===== src/rtl/sram_axi_slave.sv =====
// sram_axi_slave: AXI4 slave endpoint that converts one AXI burst at a time
// into accesses on a single-port synchronous SRAM macro (1-cycle read
// latency, active-low CEB/WEB/BWEB).
//
// Ports:
//   ACLK, ARESETn            clock, asynchronous active-low reset
//   AW*/W*/B*                AXI4 write address / data / response channels
//   AR*/R*                   AXI4 read address / data channels
//   CEB, WEB, BWEB, A, DI    SRAM controls, word address and write data
//   DO                       SRAM read data (valid the cycle after a read)
//
// Build option:
//   SRAM_AXI_SLAVE_RDATA_REG_EN  register RDATA from DO (first RVALID two
//                                cycles after AR); undefined: RDATA = DO.

`ifndef AXI_IDS_BITS
`define AXI_IDS_BITS 8
`endif
`ifndef AXI_ADDR_BITS
`define AXI_ADDR_BITS 32
`endif
`ifndef AXI_LEN_BITS
`define AXI_LEN_BITS 4
`endif
`ifndef AXI_SIZE_BITS
`define AXI_SIZE_BITS 3
`endif
`ifndef AXI_DATA_BITS
`define AXI_DATA_BITS 32
`endif
`ifndef AXI_STRB_BITS
`define AXI_STRB_BITS 4
`endif

module sram_axi_slave #(
    parameter int unsigned SRAM_AW = 14,
    parameter int unsigned SRAM_DW = 32
) (
    input  logic                        ACLK,
    input  logic                        ARESETn,
    // write address channel
    input  logic [`AXI_IDS_BITS-1:0]    AWID,
    input  logic [`AXI_ADDR_BITS-1:0]   AWADDR,
    input  logic [`AXI_LEN_BITS-1:0]    AWLEN,
    input  logic [`AXI_SIZE_BITS-1:0]   AWSIZE,
    input  logic [1:0]                  AWBURST,
    input  logic                        AWVALID,
    output logic                        AWREADY,
    // write data channel
    input  logic [`AXI_DATA_BITS-1:0]   WDATA,
    input  logic [`AXI_STRB_BITS-1:0]   WSTRB,
    input  logic                        WLAST,
    input  logic                        WVALID,
    output logic                        WREADY,
    // write response channel
    output logic [`AXI_IDS_BITS-1:0]    BID,
    output logic [1:0]                  BRESP,
    output logic                        BVALID,
    input  logic                        BREADY,
    // read address channel
    input  logic [`AXI_IDS_BITS-1:0]    ARID,
    input  logic [`AXI_ADDR_BITS-1:0]   ARADDR,
    input  logic [`AXI_LEN_BITS-1:0]    ARLEN,
    input  logic [`AXI_SIZE_BITS-1:0]   ARSIZE,
    input  logic [1:0]                  ARBURST,
    input  logic                        ARVALID,
    output logic                        ARREADY,
    // read data channel
    output logic [`AXI_IDS_BITS-1:0]    RID,
    output logic [`AXI_DATA_BITS-1:0]   RDATA,
    output logic [1:0]                  RRESP,
    output logic                        RLAST,
    output logic                        RVALID,
    input  logic                        RREADY,
    // SRAM macro
    output logic                        CEB,
    output logic                        WEB,
    output logic [SRAM_DW-1:0]          BWEB,
    output logic [SRAM_AW-1:0]          A,
    output logic [SRAM_DW-1:0]          DI,
    input  logic [SRAM_DW-1:0]          DO
);

    localparam int unsigned IDW   = `AXI_IDS_BITS;
    localparam int unsigned ADDRW = `AXI_ADDR_BITS;
    localparam int unsigned LENW  = `AXI_LEN_BITS;
    localparam int unsigned DATAW = `AXI_DATA_BITS;
    localparam int unsigned STRBW = `AXI_STRB_BITS;

    typedef enum logic [1:0] {
        S_IDLE  = 2'd0,
        S_RD    = 2'd1,
        S_WR    = 2'd2,
        S_WRESP = 2'd3
    } state_t;

    state_t             r_state;
    logic [IDW-1:0]     r_id;
    logic [SRAM_AW-1:0] r_addr;
    logic [LENW-1:0]    r_len;
    logic [LENW-1:0]    r_cnt;
    logic [1:0]         r_burst;
    logic               r_bresp_err;

    logic               w_aw_hs;
    logic               w_ar_hs;
    logic               w_wbeat;
    logic               w_rlast;
    logic               w_rvalid;
    logic               w_rhs;
    logic               w_radv;
    logic [SRAM_AW-1:0] w_addr_next;
    logic [SRAM_AW-1:0] w_aw_word;
    logic [SRAM_AW-1:0] w_ar_word;
    logic [DATAW-1:0]   w_rdata;
    logic               w_unused;

    assign w_aw_word   = AWADDR[SRAM_AW+1:2];
    assign w_ar_word   = ARADDR[SRAM_AW+1:2];
    // FIXED holds; INCR and WRAP both step by one word with natural wrap
    assign w_addr_next = (r_burst == 2'b00) ? r_addr : r_addr + SRAM_AW'(1);
    assign w_rlast     = (r_cnt == r_len);
    assign w_wbeat     = (r_state == S_WR) && WVALID;

    // Ready only in IDLE; the write wins a simultaneous request
    assign AWREADY = ARESETn && (r_state == S_IDLE);
    assign ARREADY = ARESETn && (r_state == S_IDLE) && !(AWVALID && ARVALID);
    assign w_aw_hs = AWVALID && AWREADY;
    assign w_ar_hs = ARVALID && ARREADY;

`ifdef SRAM_AXI_SLAVE_RDATA_REG_EN
    logic [DATAW-1:0]   r_rdata;
    logic               r_rv;
    logic               r_ld_done;
    logic [LENW-1:0]    r_lcnt;

    assign w_rvalid = r_rv;
    assign w_rhs    = r_rv && RREADY;
    // Load DO when the output register is empty or draining this cycle
    assign w_radv   = (r_state == S_RD) && !r_ld_done && (!r_rv || RREADY);
    assign w_rdata  = r_rdata;
`else
    assign w_rvalid = (r_state == S_RD);
    assign w_rhs    = w_rvalid && RREADY;
    // Step to the next beat only on a non-last handshake so DO stays put
    assign w_radv   = w_rhs && !w_rlast;
    assign w_rdata  = DATAW'(DO);
`endif

    // Main FSM and transaction context
    always_ff @(posedge ACLK or negedge ARESETn) begin
        if (!ARESETn) begin
            r_state     <= S_IDLE;
            r_id        <= '0;
            r_addr      <= '0;
            r_len       <= '0;
            r_cnt       <= '0;
            r_burst     <= '0;
            r_bresp_err <= 1'b0;
`ifdef SRAM_AXI_SLAVE_RDATA_REG_EN
            r_rdata     <= '0;
            r_rv        <= 1'b0;
            r_ld_done   <= 1'b0;
            r_lcnt      <= '0;
`endif
        end else begin
            case (r_state)
                S_IDLE: begin
                    if (w_aw_hs) begin
                        r_id        <= AWID;
                        r_addr      <= w_aw_word;
                        r_len       <= AWLEN;
                        r_burst     <= AWBURST;
                        r_cnt       <= '0;
                        r_bresp_err <= 1'b0;
                        r_state     <= S_WR;
                    end else if (w_ar_hs) begin
                        r_id        <= ARID;
                        r_addr      <= w_ar_word;
                        r_len       <= ARLEN;
                        r_burst     <= ARBURST;
                        r_cnt       <= '0;
`ifdef SRAM_AXI_SLAVE_RDATA_REG_EN
                        r_rv        <= 1'b0;
                        r_ld_done   <= 1'b0;
                        r_lcnt      <= '0;
`endif
                        r_state     <= S_RD;
                    end
                end
                S_RD: begin
                    if (w_radv) begin
                        r_addr <= w_addr_next;
                    end
`ifdef SRAM_AXI_SLAVE_RDATA_REG_EN
                    if (w_radv) begin
                        r_rdata <= DATAW'(DO);
                        r_rv    <= 1'b1;
                        r_lcnt  <= r_lcnt + LENW'(1);
                        if (r_lcnt == r_len) begin
                            r_ld_done <= 1'b1;
                        end
                    end else if (w_rhs) begin
                        r_rv <= 1'b0;
                    end
`endif
                    if (w_rhs) begin
                        if (w_rlast) begin
                            r_state <= S_IDLE;
                        end else begin
                            r_cnt <= r_cnt + LENW'(1);
                        end
                    end
                end
                S_WR: begin
                    if (w_wbeat) begin
                        r_addr <= w_addr_next;
                        r_cnt  <= r_cnt + LENW'(1);
                        if (WLAST) begin
                            r_bresp_err <= (r_cnt != r_len);
                            r_state     <= S_WRESP;
                        end
                    end
                end
                S_WRESP: begin
                    if (BREADY) begin
                        r_state <= S_IDLE;
                    end
                end
                default: r_state <= S_IDLE;
            endcase
        end
    end

    // SRAM control decode; address is looked ahead on read beats
    always_comb begin
        CEB  = 1'b1;
        WEB  = 1'b1;
        BWEB = '1;
        A    = r_addr;
        DI   = '0;
        case (r_state)
            S_IDLE: begin
                if (w_ar_hs) begin
                    CEB = 1'b0;
                    A   = w_ar_word;
                end
            end
            S_RD: begin
                CEB = 1'b0;
                A   = w_radv ? w_addr_next : r_addr;
            end
            S_WR: begin
                if (WVALID) begin
                    CEB = 1'b0;
                    WEB = 1'b0;
                    DI  = SRAM_DW'(WDATA);
                    for (int k = 0; k < STRBW; k++) begin
                        BWEB[8*k +: 8] = {8{~WSTRB[k]}};
                    end
                end
            end
            default: ;
        endcase
    end

    assign WREADY = (r_state == S_WR);
    assign BVALID = (r_state == S_WRESP);
    assign BID    = BVALID ? r_id : '0;
    assign BRESP  = (BVALID && r_bresp_err) ? 2'b10 : 2'b00;

    assign RVALID = w_rvalid;
    assign RDATA  = w_rvalid ? w_rdata : '0;
    assign RID    = w_rvalid ? r_id : '0;
    assign RRESP  = 2'b00;
    assign RLAST  = w_rvalid && w_rlast;

    // Size is ignored and only the word-index address bits are decoded
    assign w_unused = ^{AWSIZE, ARSIZE,
                        AWADDR[ADDRW-1:SRAM_AW+2], AWADDR[1:0],
                        ARADDR[ADDRW-1:SRAM_AW+2], ARADDR[1:0]};

endmodule


===== config.mk =====
export PLATFORM = sky130hd
export DESIGN_NAME = sram_axi_slave
export DESIGN_NICKNAME = d
export VERILOG_FILES = /design/src/rtl/sram_axi_slave.sv
export SDC_FILE = /design/constraint.sdc
export NUM_CORES = 1
export LEC_CHECK = 0
export ABC_AREA = 1
export BUFFER_PORTS_ARGS = -buffer_cell sky130_fd_sc_hd__buf_4
export CORE_AREA = 2 2 120 122
export DETAILED_ROUTE_END_ITERATION = 10
export DIE_AREA = 0 0 122 124
export HOLD_SLACK_MARGIN = 0.03
export PLACE_DENSITY_LB_ADDON = 0.3
export RECOVER_POWER = 100
export SYNTH_ARGS = -nofsm -noshare
export SYNTH_HDL_FRONTEND = slang
export SYNTH_SLANG_ARGS = --single-unit

===== constraint.sdc =====
create_clock -name ACLK -period 1.7 [get_ports ACLK]
set_input_delay 0.255 -clock ACLK [delete_from_list [all_inputs] [get_ports ACLK]]
set_output_delay 0.255 -clock ACLK [all_outputs]
set_load 0.01 [all_outputs]

==> flow_summary.json, run 1 <==
{
  "grt_pass1_wl_mm": 25.59,
  "drc": 0,
  "overflow": 0,
  "cts.htree.levels": 2,
  "multi_input_area_sq_um": 2826,
  "firstDrtPassIters": 6,
  "synth_cell_types": 33,
  "drt-vias-per-instance": 4.744,
  "ir_drop_v": 0.0008797,
  "cts_tree": "built",
  "regArea_sq_um": 875.8,
  "wirelength_mm": 18.55,
  "power.switching_uw": 6231,
  "track_usage": 0.2159,
  "first_global_vias": 5397,
  "place_area_sq_um": 6593,
  "holdWs_ps": 222.1,
  "drt-initial-drc-count": 392,
  "syn_area_sq_um": 3956,
  "clk_pin_slew_ps": 60,
  "clk_latency_ps": 290,
  "status": "finished with violations",
  "clkPwrFrac": 0.085,
  "slew-limit-headroom": 0.3297,
  "drive_gt1_frac": 0.5024,
  "p_total_uw": 12890,
  "hold_path_class": "input pin to register",
  "synthToLayoutAreaGrowth_pct": 102.2,
  "rsz0062_at_grt": "true",
  "finalNetCount": 1236,
  "cp-end-kind": "primary output",
  "ys_seq_area_frac": 0.2214,
  "yosys.area_share.simple": 0.3944,
  "powerDensity_nw_per_um2": 1612,
  "timing_hold_violations_final": 0,
  "violations": "setup timing",
  "cts_buffers": 5,
  "path_depth": 11,
  "drv_cap": 0,
  "tns_ps": -31750,
  "intPower_uw": 6663,
  "clock-sinks": 35,
  "crit_slowest_cell": "dfrtp_1",
  "wl_per_cell_microns": 15.00,
  "nFillCells": 1294,
  "max_stage_delay_ps": 410,
  "port-buffer-count": 266,
  "startpoint_type": "register",
  "setup_violations": 156,
  "antenna_found_initial": 0,
  "p_seq_frac": 0.122,
  "synth_compound_gate_area_share": 0.1350,
  "synth_top_family_by_area": "simple AND/OR/NAND/NOR gates",
  "dr_total_vias": 5868,
  "combPwrFrac": 0.794,
  "startpoint": "r_state[0]",
  "min_period_ps": 2123,
  "yosysWarnings": 0,
  "hold_start": "AWID[6]",
  "ant_nets": 0,
  "die_w_microns": 122,
  "fp.coreArea_sq_um": 13720,
  "max_freq_ghz": 0.4709,
  "clock-root-buffer": "clkbuf_16",
  "initial_core_util": 0.2884,
  "antenna-diode-count": 0,
  "cp_cell_sequence": "inv_2 > ha_4 > nand2_4 > inv_4 > nand3_4 > buf_12 > clkinv_8 > o21ai_2 > nand2_1 > nand4_1 > buf_4",
  "crit_required_ps": 1440,
  "io_pins": 312,
  "grt_max_degree": 36,
  "dp_hpwl_mm": 12.80,
  "drv_slew": 0,
  "die-area_sq_um": 15130,
  "yosys-mux-area-fraction": 0,
  "gp_congestion": 0.9426,
  "synth_fa_ha_area_frac": 0.01898,
  "worst_hold_path.num_cells": 3,
  "ys_ff_latch": 35,
  "fp.dieH_microns": 124,
  "critical_path.top_delay_family": "buffers and inverters",
  "synth-xor-area-share": 0.008855,
  "cts_hold_buf": 0,
  "row_count": 43,
  "fin_area_sq_um": 7998,
  "layout_setup_ws_ps": -423.4,
  "period_share": 1.249,
  "p_leak_uw": 0.004585,
  "synth_area_per_cell_sq_um": 5.472,
  "switching_share": 0.4832,
  "path_max_fanout": 5,
  "timing.critical_path.buf_inv": 5,
  "reg2reg_depth": 13,
  "skew_ps": 6.008,
  "syn_inst": 723,
  "cts_buffer_depth": 2,
  "crit_type": "register to primary output",
  "tightest_slew_ps": 1005,
  "arrival_ps": 1870,
  "r2r-start": "r_state[0]"
}
## cells in the mapped netlist
cell type  instances  area (sq um)
a21oi_1           46         230.2
buf_1              3         11.26
buf_2              7         35.03
buf_4             31         232.7
buf_6              2         22.52
clkbuf_1          17         63.81
clkbuf_2           1         5.000
clkinv_1           1         3.750
conb_1             1         3.750
dfrtp_1           35         875.8
ha_1               6         75.07
inv_1            126         473.0
inv_2              5         18.77
inv_4              1         6.260
nand2_1          255         957.2
nand2_2            1         6.260
nand3_1           40         200.2
nand3_2            1         10.01
nand3_4            1         17.52
nand3b_1           1         7.510
nand4_1            8         50.05
nor2_1            70         262.8
nor2_2             1         6.260
nor2_4             2         22.52
nor3_1             2         10.01
nor3_2             1         10.01
o2111ai_1          1         8.760
o211ai_1           3         22.52
o21ai_0           21         105.1
o21ai_1           19         95.09
o21ai_2            4         35.03
o22ai_1            6         37.54
xor2_1             4         35.03
## cell usage in the layout, fill, tap and decap left out, drive strengths merged
cell type,count
ha,6
nor3,3
nand3b,1
o211ai,3
conb,3
o2111ai,1
dfrtp,35
nand4,8
buf,373
nand2,256
clkbuf,12
a21oi,46
clkinvlp,1
o21ai,44
clkinv,6
nand3,43
o22ai,6
nor2,73
xor2,4
bufinv,1
inv,132
## cell families after synthesis
group           after synthesis
compound gates              100
xor+xnor                      4
fa+ha+maj                     6
buf+inv                     194
flops                        35
other cells                   1
simple gates                383
## routing by layer
layer | track usage | vias up | part of all wire
met5 | 0 | - | 0
met4 | 0.07399 | 0 | 0.033
met3 | 0.04396 | 37 | 0.10
met2 | 0.4124 | 324 | 0.51
met1 | 0.2362 | 2666 | 0.36
li1 | - | 2841 | -
## stage by stage
| step | worst slack, ps | utilization | instances |
|---|---|---|---|
| after floorplan | -35.33 | - | 725 |
| after global placement | -198.4 | 0.4805 | 1196 |
| after detailed placement | -218.6 | 0.4805 | 1196 |
| after CTS | -410.0 | 0.5294 | 1216 |
| after global routing | -499.6 | 0.5829 | 1237 |
| final | -423.4 | 0.5829 | 1237 |
## repair_timing
item	CTS	global route
cloned	5	6
hold endpoints to repair	0	0
resized for setup	114	131
setup endpoints to repair	166	165
pin swaps	21	31
buffers inserted	9	17
## path summary, 6_finish.rpt
kind / to / slack (ps)
hold / removal: r_id[6] / 220
hold reg to reg: r_bresp_err / 500
max in group asynchronous: r_id[4] / 800
setup reg to reg: r_state[1] / -190
min in group asynchronous: r_addr[6] / 260
setup / recovery: A[12] / -420
## layout make-up
type	count	share of cell area
clock buffers	5	0.01564
clock inverters	3	0.005476
inverters	133	0.06649
multi-input cells	497	0.3534
flip-flops and latches	35	0.1095
well taps	180	0.02816
repair buffers	380	0.4150
repair inverters	4	0.006258
## flip-flops by register name, indices dropped and copies added (netlist names)
signal / count
r_len: 4
r_bresp_err: 1
r_burst: 2
r_cnt: 4
r_state: 2
r_id: 8
r_addr: 14
## worst register-to-register path: stages, from the launching register on
cell and delay, ps:
dfrtp_1 410, inv_2 90, ha_4 160, nand2_4 60, inv_4 70, nand3_4 140
buf_12 190, clkinv_8 80, buf_12 110, nor2_4 40, nand2_2 70, o2111ai_1 180
nand2_1 100, o21ai_1 60
## power groups by stage
| stage | Sequential [uW] | Combinational, uW | Clock [uW] |
|---|---|---|---|
| after floorplan | 1560 | 4390 | 0 |
| after global placement | 1550 | 8340 | 0 |
| after detailed placement | 1560 | 8390 | 0 |
| after CTS | 1550 | 8960 | 1100 |
| after global routing | 1610 | 11100 | 1150 |
| final | 1570 | 10200 | 1090 |
(Power assumes the default switching activity.)
==> run 2: changes to the inputs <==
Settings changed: TNS_END_PERCENT set to 20.
==> run 2 against run 1 <==
The run still ends with setup timing left. Count of clock-buffer cells in the layout did not move. Worst setup slack improved by 12 ps. Register-to-register slack improved by 30 ps. Maximum frequency rose by 0.55%. Via count fell by 3.2%. Critical path type unchanged. Sequential power barely moved. Design area fell by 6.3%. Non-clock buffer count fell by 12. Largest power group unchanged. Critical path depth rose by 1. Sequential share of layout area rose by 0.74 points. Worst hold slack barely moved. Flip-flop and latch count did not move.
==> flow_summary.json, run 2 (synthesis gave the netlist of run 1 again) <==
{
  "status": "finished with violations",
  "violations": "setup timing",
  "clkPwrFrac": 0.089,
  "io_pins": 312,
  "finalNetCount": 1223,
  "rsz0062_at_grt": "true",
  "p_leak_uw": 0.004420,
  "period_share": 1.242,
  "mostFrequentLayoutCell": "buf_4",
  "dr_total_vias": 5681,
  "grt_pass1_wl_mm": 25.09,
  "tns_ps": -30780,
  "port-buffer-count": 266,
  "drt-initial-drc-count": 406,
  "path_max_fanout": 5,
  "clk_pin_slew_ps": 60,
  "overflow": 0,
  "dp_hpwl_mm": 12.80,
  "nFillCells": 1361,
  "final_cell_mix": "buf_4 (319), nand2_1 (237), inv_1 (121)",
  "startpoint_type": "register",
  "cts_buffers": 5,
  "largest_reg_flops": 14,
  "fp.coreArea_sq_um": 13720,
  "fin_area_sq_um": 7493,
  "crit_type": "register to primary output",
  "clock-root-buffer": "clkbuf_16",
  "clock-sinks": 35,
  "place_area_sq_um": 6593,
  "drv_cap": 0,
  "row_count": 43,
  "wirelength_mm": 17.17,
  "switching_share": 0.4802,
  "dp.cells": 1196,
  "die-area_sq_um": 15130,
  "cts_hold_buf": 0,
  "max_flop_register": "r_addr",
  "firstDrtPassIters": 5,
  "drv_slew": 0,
  "combPwrFrac": 0.782,
  "ir_drop_v": 0.0008848,
  "skew_ps": 5.452,
  "slew-limit-headroom": 0.3344,
  "track_usage": 0.2121,
  "arrival_ps": 1860,
  "setup_violations": 156,
  "gp_congestion": 0.9426,
  "max_freq_ghz": 0.4736,
  "cts.htree.levels": 2,
  "drt-vias-per-instance": 4.641,
  "pre_cts_ws_ps": -218.6,
  "drive_gt1_frac": 0.4617,
  "first_global_vias": 5284,
  "initial_core_util": 0.2884,
  "power.switching_uw": 5846,
  "ant_nets": 0,
  "synthToLayoutAreaGrowth_pct": 89.41,
  "powerDensity_nw_per_um2": 1625,
  "clk_latency_ps": 290,
  "drc": 0,
  "reg.largest.list": "r_addr (14), r_id (8)",
  "hold_path_class": "input pin to register",
  "p_seq_frac": 0.129,
  "antenna_found_initial": 0,
  "p_total_uw": 12170,
  "min_period_ps": 2112,
  "intPower_uw": 6328,
  "crit_required_ps": 1440,
  "grt_max_degree": 36,
  "finalNonFillerCells": 1224,
  "layout_setup_ws_ps": -411.7,
  "tightest_slew_ps": 998.4,
  "cts_tree": "built",
  "cts_buffer_depth": 2,
  "antenna-diode-count": 0,
  "timing_hold_violations_final": 0,
  "multi_input_area_sq_um": 2625,
  "die_w_microns": 122,
  "fp.dieH_microns": 124,
  "wl_per_cell_microns": 14.02,
  "regArea_sq_um": 875.8,
  "cp-end-kind": "primary output"
}
-- run 2: cell type report --
class | count | share of cell area
repair buffers | 368 | 0.4047
multi-input cells | 497 | 0.3503
flip-flops and latches | 35 | 0.1169
inverters | 133 | 0.07030
well taps | 180 | 0.03006
clock buffers | 5 | 0.01670
clock inverters | 3 | 0.005844
repair inverters | 3 | 0.005176
-- run 2: timing repair --
item                                    4_1_cts  5_1_grt
resized for setup                            74       85
gates cloned                                  4        1
pin swaps                                    15       11
endpoints found under the setup margin      166      167
buffers inserted                              7        9
-- run 2: per-layer routing --
layer	track usage	up-vias	wire (microns)
met5	0	-	0
met4	0.07184	0	454
met3	0.04304	33	1642
met2	0.4043	290	8807
met1	0.2330	2545	6262
li1	-	2813	-
-- run 2: per-stage QoR --
| stage | hold slack [ps] | utilization |
|---|---|---|
| finish | 221.7 | 0.5462 |
| detailed placement | 400.4 | 0.4805 |
| floorplan | -40.59 | - |
| CTS | 101.3 | 0.5187 |
| global placement | 408.9 | 0.4805 |
| global route | 232.5 | 0.5462 |
-- run 2: critical path: stages, from the launching register on --
cell	delay [ps]
dfrtp_1	410
inv_2	90
ha_4	160
nand2_4	60
inv_4	70
nand3_4	110
buf_12	160
clkinv_8	60
nand2_1	80
o21ai_2	70
nand2_1	60
nand4_1	100
buf_4	130
-- run 2: path summary, 6_finish.rpt --
| kind | end | startpoint | cells after the start | slack (ps) |
|---|---|---|---|---|
| max | A[12] | r_state[0] | 12 | -410 |
| min | r_id[6] | AWID[6] | 3 | 220 |
| max reg2reg | r_addr[0] | r_state[0] | 11 | -160 |
| min reg2reg | r_bresp_err | r_bresp_err | 2 | 500 |
| max in group asynchronous | r_id[3] | ARESETn | 2 | 810 |
| min in group asynchronous | r_addr[6] | ARESETn | 2 | 260 |
-- run 2: power groups by stage --
| stage | registers (uW) | logic, uW | clock network [uW] |
|---|---|---|---|
| after floorplan | 1560 | 4390 | 0 |
| after global placement | 1550 | 8340 | 0 |
| after detailed placement | 1560 | 8390 | 0 |
| after CTS | 1550 | 8850 | 1100 |
| after global routing | 1610 | 10400 | 1150 |
| final | 1570 | 9520 | 1080 |
==> run 3: changes to the inputs <==
Settings changed: ABC_AREA 1 to not set.
==> run 3 against run 2 <==
The flow still finishes with violations (setup timing). Critical endpoint is now A[10]. Synthesized cell count down 30%. Largest cell class unchanged. Flip-flop and latch count stayed put. Design area is 6.0% higher. Highest routed layer unchanged.
==> flow_summary.json, run 3 <==
{
  "startpoint": "r_cnt[2]",
  "syn_area_sq_um": 3835,
  "first_global_vias": 5069,
  "period_share": 1.413,
  "ir_drop_v": 0.0006290,
  "status": "finished with violations",
  "drv_slew": 0,
  "max_flop_register": "r_addr",
  "firstDrtPassIters": 5,
  "min_period_ps": 2402,
  "synth_edf_count": 0,
  "overflow": 0,
  "skew_ps": 7.949,
  "synth_cell_types": 60,
  "die_w_microns": 122,
  "violations": "setup timing",
  "crit_slowest_cell": "o41ai_4",
  "final_cell_mix": "buf_4 (320), buf_6 (78), nand2_1 (42)",
  "arrival_ps": 2150,
  "max_freq_ghz": 0.4164,
  "clock-root-buffer": "clkbuf_16",
  "yosysWarnings": 0,
  "max_stage_delay_ps": 420,
  "mostFrequentLayoutCell": "buf_4",
  "syn_inst": 509,
  "synthToLayoutAreaGrowth_pct": 107.2,
  "cts_buffers": 5,
  "cts_buffer_depth": 2,
  "switching_share": 0.4307,
  "tns_ps": -44250,
  "synth_area_per_cell_sq_um": 7.534,
  "synth_commonest_cells": "and2_1 (50), nand2_1 (50), o21ai_0 (41)",
  "fp.dieH_microns": 124,
  "p_leak_uw": 0.003975,
  "drt-initial-drc-count": 334,
  "p_seq_frac": 0.123,
  "row_count": 43,
  "slew-limit-headroom": 0.4372,
  "clock-sinks": 35,
  "synthTopCellsByArea": "dfrtp_1 (23%), and2_1 (8.2%), mux2i_1 (7.8%), buf_4 (6.1%), and3_1 (5.5%)",
  "io_pins": 312,
  "crit_required_ps": 1440,
  "fp.coreArea_sq_um": 13720,
  "cts_hold_buf": 0,
  "ys_async_sr_fraction": 1.000,
  "synth_top_area_cell": "dfrtp_1",
  "drt-vias-per-instance": 5.026,
  "nFillCells": 1226,
  "tightest_slew_ps": 844.2,
  "dr_total_vias": 5232,
  "cts.htree.levels": 2,
  "die-area_sq_um": 15130,
  "setup_violations": 153,
  "ys_ff_latch": 35,
  "antenna-diode-count": 0,
  "worst_hold_path.num_cells": 3,
  "cp_cell_sequence": "xor2_2 > o41ai_4 > buf_6 > or3_1 > nand2_1 > a221o_1 > buf_6",
  "drc": 0,
  "critical_path.most_common_cell": "buf_6",
  "crit_type": "register to primary output",
  "cts_tree": "built",
  "regToRegSetupSlack_ps": -640,
  "reg2reg_depth": 9,
  "grt_max_degree": 38,
  "dp_hpwl_mm": 12.76,
  "largest_reg_flops": 14,
  "intPower_uw": 6830,
  "antenna_found_initial": 0,
  "clkPwrFrac": 0.077,
  "initial_core_util": 0.2795,
  "p_total_uw": 12000,
  "drive_gt1_frac": 0.6063,
  "yosysTopAreaCellShare": 0.2284,
  "gp_congestion": 0.9391,
  "power.switching_uw": 5166,
  "finish.utilization": 0.5792,
  "startpoint_type": "register",
  "rsz0062_at_grt": "true",
  "combPwrFrac": 0.800,
  "hold_path_class": "input pin to register",
  "port-buffer-count": 266,
  "track_usage": 0.2108,
  "wl_per_cell_microns": 16.90,
  "ys_seq_area_frac": 0.2284,
  "wirelength_mm": 17.59,
  "r2r-start": "r_len[1]",
  "finalNetCount": 1040,
  "ys.flop_type": "dfrtp_1",
  "timing_hold_violations_final": 0,
  "layout_setup_ws_ps": -701.5,
  "grt_pass1_wl_mm": 25.35,
  "drv_cap": 0,
  "clk_pin_slew_ps": 60,
  "cp-end-kind": "primary output",
  "path_max_fanout": 6,
  "reg.largest.list": "r_addr (14), r_id (8)",
  "ant_nets": 0,
  "clk_latency_ps": 280,
  "min_to": "r_id[3]",
  "powerDensity_nw_per_um2": 1510,
  "hold_start": "AWID[3]",
  "timing.rr.end": "r_addr[10]"
}
-- run 3: changes by cell type after synthesis, moves of 16 or more --
cell     previous run  this run
a21oi_1            46        19
and2_1              0        50
and3_1              0        34
inv_1             126        10
mux2i_1             0        30
nand2_1           255        50
nand3_1            40        14
nor2_1             70        27
o21ai_0            21        41
o21ai_1            19         3
-- run 3: final cells by class --
class | instances | area (sq um) | share of cell area
Clock buffer | 5 | 125.1 | 0.01575
Clock inverter | 3 | 20.02 | 0.002519
Inverter | 12 | 45.04 | 0.005668
Multi-Input combinational cell | 390 | 3054 | 0.3843
Sequential cell | 35 | 877.1 | 0.1104
Tap cell | 180 | 225.2 | 0.02834
Timing Repair Buffer | 416 | 3600 | 0.4530
-- run 3: worst max-delay path by stage --
stage | endpoint | slack (ps) | depth (start not counted)
after floorplan | A[8] | -210 | 7
after global placement | A[10] | -330 | 7
after detailed placement | A[10] | -360 | 7
after CTS | A[10] | -620 | 7
after global routing | A[10] | -770 | 7
final | A[10] | -700 | 7
-- run 3: worst max-delay path: cells and delay by family (launching register included) --
family,cells,cell delay [ps]
AOI/OAI and AO/OA,2,760
and+or+nand+nor,2,160
buffers and inverters,2,330
xor gates and xnor gates,1,210
DFF,1,410
-- run 3: what timing repair did --
action / in CTS / in global routing
endpoints found under the setup margin: 155 / 161
pin swaps: 15 / 37
resized for setup: 108 / 93
setup buffers: 11 / 25
cloned: 3 / 2
-- run 3: power groups by stage --
stage | registers (uW) | clock network (uW) | logic (uW)
after global routing | 1510 | 977 | 10200
final | 1470 | 923 | 9600
after detailed placement | 1450 | 0 | 7500
after CTS | 1460 | 933 | 8380
after floorplan | 1460 | 0 | 3820
after global placement | 1430 | 0 | 7360
-- run 3: cells by family (layout without fill, tap and decap cells) --
kind of cell,after synthesis,after routing,synth area share
AND/OR/NAND/NOR,201,201,0.2731
AO/OA/AOI/OAI,131,131,0.2333
buffers and inverters,86,436,0.1197
flip-flops,35,35,0.2284
multiplexers,32,32,0.08418
XOR/XNOR,17,17,0.04078
adder cells (fa/ha/maj),6,6,0.01958
other,1,3,0.0009779
-- run 3: per-stage QoR --
stage	cells	cell area, sq um	hold slack (ps)	worst slack (ps)
5_1_grt	1041	7946	284.8	-767.2
3_3_place_gp	999	6688	371.0	-333.0
2_1_floorplan	511	4015	-40.59	-209.1
3_5_place_dp	999	6688	383.8	-363.3
6_report	1041	7946	245.1	-701.5
4_1_cts	1019	7440	79.87	-622.0
-- run 3: per-layer routing --
metal / share of wire / routed length (microns) / global-route usage / vias up
met5: 0 / 0 / 0 / -
met4: 0.020 / 345 / 0.04239 / 0
met3: 0.065 / 1135 / 0.03388 / 23
met2: 0.53 / 9308 / 0.3904 / 240
met1: 0.39 / 6800 / 0.2579 / 2476
li1: - / - / - / 2493
